===== src/rtl/mux_pkg.sv =====
// Shared definitions for the pipelined mux tree: select-mode encoding and
// elaboration-time helpers for sizing and checking the channel count.
package mux_pkg;

   typedef enum logic {
      MODE_DIRECT = 1'b0,
      MODE_SCAN   = 1'b1
   } sel_mode_e;

   function automatic int clog2_f(input int n);
      int r;
      r = 0;
      for (int i = 0; i < 31; i++) begin
         if ((1 << i) < n) r = i + 1;
      end
      return r;
   endfunction

   function automatic bit is_pow2(input int n);
      return (n >= 2) && ((n & (n - 1)) == 0);
   endfunction

endpackage


===== src/rtl/mux_tree_level.sv =====
// One level of the mux tree: N_NODES inputs pair up into N_NODES/2 outputs,
// steered by bit LEVEL of the carried select, with an optional stage register.
module mux_tree_level
   import mux_pkg::*;
#(
   parameter int DATA_W  = 8,
   parameter int N_NODES = 8,
   parameter int SEL_W   = 3,
   parameter int LEVEL   = 0,
   parameter bit REG     = 1'b1
) (
   input  logic                             clk,
   input  logic                             rst,
   input  logic                             en,
   input  logic                             in_valid,
   input  logic [N_NODES*DATA_W-1:0]        in_data,
   input  logic [SEL_W-1:0]                 in_sel,
   output logic                             out_valid,
   output logic [(N_NODES/2)*DATA_W-1:0]    out_data,
   output logic [SEL_W-1:0]                 out_sel
);

   localparam int N_OUT = N_NODES / 2;

   logic [N_OUT*DATA_W-1:0] mux_data;

   always_comb begin
      mux_data = '0;
      for (int j = 0; j < N_OUT; j++) begin
         mux_data[j*DATA_W +: DATA_W] = in_sel[LEVEL] ? in_data[(2*j+1)*DATA_W +: DATA_W]
                                                      : in_data[(2*j)*DATA_W +: DATA_W];
      end
   end

   generate
      if (REG) begin : g_reg
         logic                    valid_d, valid_q;
         logic [N_OUT*DATA_W-1:0] data_d, data_q;
         logic [SEL_W-1:0]        sel_d, sel_q;

         // The whole stage freezes while downstream stalls.
         always_comb begin
            valid_d = valid_q;
            data_d  = data_q;
            sel_d   = sel_q;
            if (en) begin
               valid_d = in_valid;
               data_d  = mux_data;
               sel_d   = in_sel;
            end
         end

         always_ff @(posedge clk) begin
            if (rst) begin
               valid_q <= 1'b0;
               data_q  <= '0;
               sel_q   <= '0;
            end else begin
               valid_q <= valid_d;
               data_q  <= data_d;
               sel_q   <= sel_d;
            end
         end

         assign out_valid = valid_q;
         assign out_data  = data_q;
         assign out_sel   = sel_q;
      end else begin : g_comb
         logic unused_ctrl;
         assign unused_ctrl = &{1'b0, clk, rst, en};

         assign out_valid = in_valid;
         assign out_data  = mux_data;
         assign out_sel   = in_sel;
      end
   endgenerate

endmodule


===== src/rtl/mux_tree_pipe.sv =====
// Pipelined N:1 channel selector with valid/ready handshake, global stall and
// an optional round-robin scan pointer as the select source.
module mux_tree_pipe
   import mux_pkg::*;
#(
   parameter int DATA_W = 8,
   parameter int N_IN   = 8,
   parameter bit PIPE   = 1'b1,
   localparam int SEL_W = (N_IN < 2) ? 1 : clog2_f(N_IN)
) (
   input  logic                     clk,
   input  logic                     rst,
   input  logic [N_IN*DATA_W-1:0]   in_data,
   input  logic [SEL_W-1:0]         in_sel,
   input  logic                     in_valid,
   output logic                     in_ready,
   input  logic                     scan_en,
   output logic [DATA_W-1:0]        out_data,
   output logic [SEL_W-1:0]         out_sel,
   output logic                     out_valid,
   input  logic                     out_ready
);

   if (!is_pow2(N_IN)) begin : g_bad_n_in
      $error("mux_tree_pipe: N_IN=%0d must be a power of 2 and >= 2", N_IN);
   end

   sel_mode_e        mode;
   logic             stall;
   logic             accept;
   logic [SEL_W-1:0] esel;
   logic [SEL_W-1:0] scan_ptr_d, scan_ptr_q;

   assign mode     = scan_en ? MODE_SCAN : MODE_DIRECT;
   assign stall    = out_valid && !out_ready;
   assign in_ready = rst || !stall;
   assign accept   = in_valid && !stall;
   assign esel     = (mode == MODE_SCAN) ? scan_ptr_q : in_sel;

   // Pointer advances only on beats that actually consumed it; wrap is free
   // because N_IN is a power of 2.
   always_comb begin
      scan_ptr_d = scan_ptr_q;
      if (accept && (mode == MODE_SCAN)) scan_ptr_d = scan_ptr_q + 1'b1;
   end

   always_ff @(posedge clk) begin
      if (rst) scan_ptr_q <= '0;
      else     scan_ptr_q <= scan_ptr_d;
   end

   // With PIPE=0 only the last level registers, giving a single-cycle tree.
   for (genvar k = 0; k < SEL_W; k++) begin : g_lvl
      localparam int NI = N_IN >> k;

      logic                        valid_i, valid_o;
      logic [NI*DATA_W-1:0]        data_i;
      logic [(NI/2)*DATA_W-1:0]    data_o;
      logic [SEL_W-1:0]            sel_i, sel_o;

      if (k == 0) begin : g_first
         assign valid_i = in_valid;
         assign data_i  = in_data;
         assign sel_i   = esel;
      end else begin : g_next
         assign valid_i = g_lvl[k-1].valid_o;
         assign data_i  = g_lvl[k-1].data_o;
         assign sel_i   = g_lvl[k-1].sel_o;
      end

      mux_tree_level #(
         .DATA_W  (DATA_W),
         .N_NODES (NI),
         .SEL_W   (SEL_W),
         .LEVEL   (k),
         .REG     (PIPE || (k == SEL_W - 1))
      ) u_level (
         .clk       (clk),
         .rst       (rst),
         .en        (!stall),
         .in_valid  (valid_i),
         .in_data   (data_i),
         .in_sel    (sel_i),
         .out_valid (valid_o),
         .out_data  (data_o),
         .out_sel   (sel_o)
      );
   end

   assign out_valid = g_lvl[SEL_W-1].valid_o;
   assign out_data  = g_lvl[SEL_W-1].data_o;
   assign out_sel   = g_lvl[SEL_W-1].sel_o;

endmodule


===== config.mk =====
export PLATFORM = sky130hd
export DESIGN_NAME = mux_tree_pipe
export DESIGN_NICKNAME = d
export VERILOG_FILES = /design/src/rtl/mux_pkg.sv /design/src/rtl/mux_tree_level.sv /design/src/rtl/mux_tree_pipe.sv
export SDC_FILE = /design/constraint.sdc
export NUM_CORES = 1
export LEC_CHECK = 0
export ABC_AREA = 0
export CAP_MARGIN = 10
export CORE_MARGIN = 3
export CORE_UTILIZATION = 50
export DETAILED_ROUTE_END_ITERATION = 12
export MAX_ROUTING_LAYER = met4
export PLACE_DENSITY_LB_ADDON = 0.15
export SLEW_MARGIN = 20
export SYNTH_ARGS = -nofsm -noshare
export SYNTH_HDL_FRONTEND = slang
export SYNTH_SLANG_ARGS = --single-unit

===== constraint.sdc =====
create_clock -name clk -period 4.7 [get_ports clk]
set_input_delay 1.175 -clock clk [delete_from_list [all_inputs] [get_ports clk]]
set_output_delay 1.175 -clock clk [all_outputs]
set_load 0.005 [all_outputs]

==> results.cfg <==
[detailed_routing]
wire_per_inst_um = 16.0
vias = 2147
remaining_drc_errors = 0
first_pass_iters = 4
ant_nets = 0
finalWirelength_um = 6240
via_per_inst = 5.49
first_iter_violations = 100

[synth]
syn_avg_cell_area_um2 = 11.8
synth_area_um2 = 2850
synth_top_family_by_area = compound AO/OA/AOI/OAI gates
synth_cell_type_count = 22
seq_area_frac_synth_pct = 49.9
synth-adder-area-share_pct = 0.439
synth_xor_area_share_pct = 0
synth_nets = 314
synthCells = 241
ys_ff_latch = 71
muxShareOfSynthArea_pct = 21.2
yosys_warnings = 0
synth_compound_area_share_pct = 21.8
synthSimpleGateAreaFrac_pct = 2.02

[sta]
timing.final.hold_violations = 0
timing.fmax_mhz = 268
rsz0062_at_grt = no
worst_pin_slew_ns = 1.07
setup_viol = 0
fin_tns_setup_ns = 0
slew_violations = 0
fin_crit_ns = 3.73
fin_skew_ns = 0.0104
final.period_utilization_pct = 79.3
timing.slew.headroom_pct = 28.4

[clock_network]
numCtsBuffers = 9
clock_sinks = 71
tritoncts = yes
clk_latency_ns = 0.33
cts_hold_buf = 0
post_cts.repair.setup_buffers = 0
h-tree-depth = 3
cts.clk_slew.worst_paths_ns = 0.08
cts_resized = 0
cts_buffer_depth = 2
cts_root_buf = clkbuf_8

[critical_path]
critPathArrivalTime_ns = 2.55
cp-start-kind = input pin
critPathMaxFanout = 5
cp.required_ns = 3.52
crit_type = input pin to output pin
end_kind = output pin

[global_routing]
grt_remaining_overflow = 0
grt_pass1_vias = 2064
grt_first_pass_wirelength_um = 9750
antenna_found_initial = 0
grt.total_usage_pct = 19.8
grt_max_degree = 67

[layout]
areaGrowthSynthToFinish_pct = 36.0
layout_common_cells = clkdlybuf4s50_1 (84), dfxtp_1 (71), o2bb2ai_1 (59), mux2i_1 (58), clkbuf_8 (9)
utilization_pct = 73.1
fillers = 395
fin_area_um2 = 3870
drive_above_1_share_pct = 5.92
antenna_cells = 0
fin_nets = 389
mostFrequentLayoutCell = clkdlybuf4s50_1

[floorplan]
core_um2 = 5300
num_rows = 26
ios = 85
die_x_um = 81.5
die-area_um2 = 6640
die_h_um = 81.5
initial_core_util_pct = 53.8

[status]
status = complete, no violations

[placed_design]
port-buffer-count = 84
gp_congestion = 0.745
hpwl_um = 4200
dpl_cell_area_um2 = 3680

[power_and_ir_drop]
power_uw = 1300
power_leakage_uw = 0.00146
p_per_area_nw_per_um2 = 335
peakVddDrop_v = 0.000258

[job]
maxCapViolCount = 0

[worst_hold_path]
hold_path.class = register to register
==> flip-flops by register name (all words and copies together) (netlist names) <==
register / cells
g_lvl.u_level.out_data: 56
g_lvl.u_level.out_valid: 3
scan_ptr_q: 3
g_lvl.u_level.out_sel: 9
==> final timing paths <==
path,startpoint,end,slack [ns],depth (start not counted)
worst min register to register,g_lvl[1].u_level.out_valid$_SDFFE_PP0P_,g_lvl[2].u_level.out_valid$_SDFFE_PP0P_,0.45,2
worst max-delay path,out_ready,in_ready,0.97,5
worst max register to register,scan_ptr_q[0]$_SDFFE_PP0P_,g_lvl[0].u_level.out_data[18]$_SDFFE_PP0P_,2.93,4
worst min-delay path,g_lvl[1].u_level.out_valid$_SDFFE_PP0P_,g_lvl[2].u_level.out_valid$_SDFFE_PP0P_,0.45,2
==> layout make-up <==
cell class	instances	area [µm²]	share of cell area (%)
Clock buffer	11	131	3.39
Clock inverter	5	58.8	1.52
Inverter	3	11.3	0.291
Multi-Input combinational cell	145	1310	33.8
Sequential cell	71	1420	36.7
Tap cell	70	87.6	2.26
Timing Repair Buffer	86	856	22.1
==> through the flow <==
step / std cells / hold WS [ns] / setup slack (ns)
after floorplan: 241 / 0.426 / 1.55
after global placement: 375 / 0.443 / 1.02
after detailed placement: 375 / 0.442 / 0.986
after CTS: 391 / 0.458 / 0.983
after global routing: 391 / 0.479 / 0.887
final: 391 / 0.453 / 0.973
==> Yosys cell counts, drive strengths merged <==
| cell | n | area, µm² |
|---|---|---|
| a21oi | 5 | 25.0 |
| a22o | 7 | 61.3 |
| buf | 13 | 88.8 |
| clkbuf | 9 | 35.0 |
| dfxtp | 71 | 1420 |
| ha | 1 | 12.5 |
| inv | 3 | 11.3 |
| mux2i | 59 | 603 |
| nand2 | 3 | 11.3 |
| nand2b | 2 | 12.5 |
| nand4 | 1 | 6.26 |
| nor2 | 2 | 7.51 |
| nor2b | 1 | 6.26 |
| o21ai | 2 | 10.0 |
| o2bb2ai | 59 | 517 |
| o31ai | 1 | 7.51 |
| or3 | 1 | 6.26 |
| or4 | 1 | 7.51 |
==> critical path, stage by stage <==
cell and delay, ns:
clkdlybuf4s50_1 0.46, nand2b_1 0.29, nor2_4 0.06, inv_1 0.06
clkdlybuf4s50_1 0.49
==> metal layers <==
layer,GRT usage (%),vias up,routed length (µm)
met5,-,-,0
met4,7.60,0,56
met3,3.84,7,373
met2,31.7,58,2870
met1,24.8,1009,2950
li1,-,1073,-
==> where the power goes <==
| part | internal (µW) | switching (µW) |
|---|---|---|
| Combinational | 102 | 62.8 |
| Clock | 246 | 221 |
| Sequential | 641 | 25.5 |
| Total | 989 | 309 |
==> cells by family after synthesis <==
kind of cell    after synthesis
buf+inv                      25
fa+ha+maj                     1
flops                        71
mux                          59
simple gates                 11
compound gates               74
No activity file was read; power rests on OpenSTA's default activity.
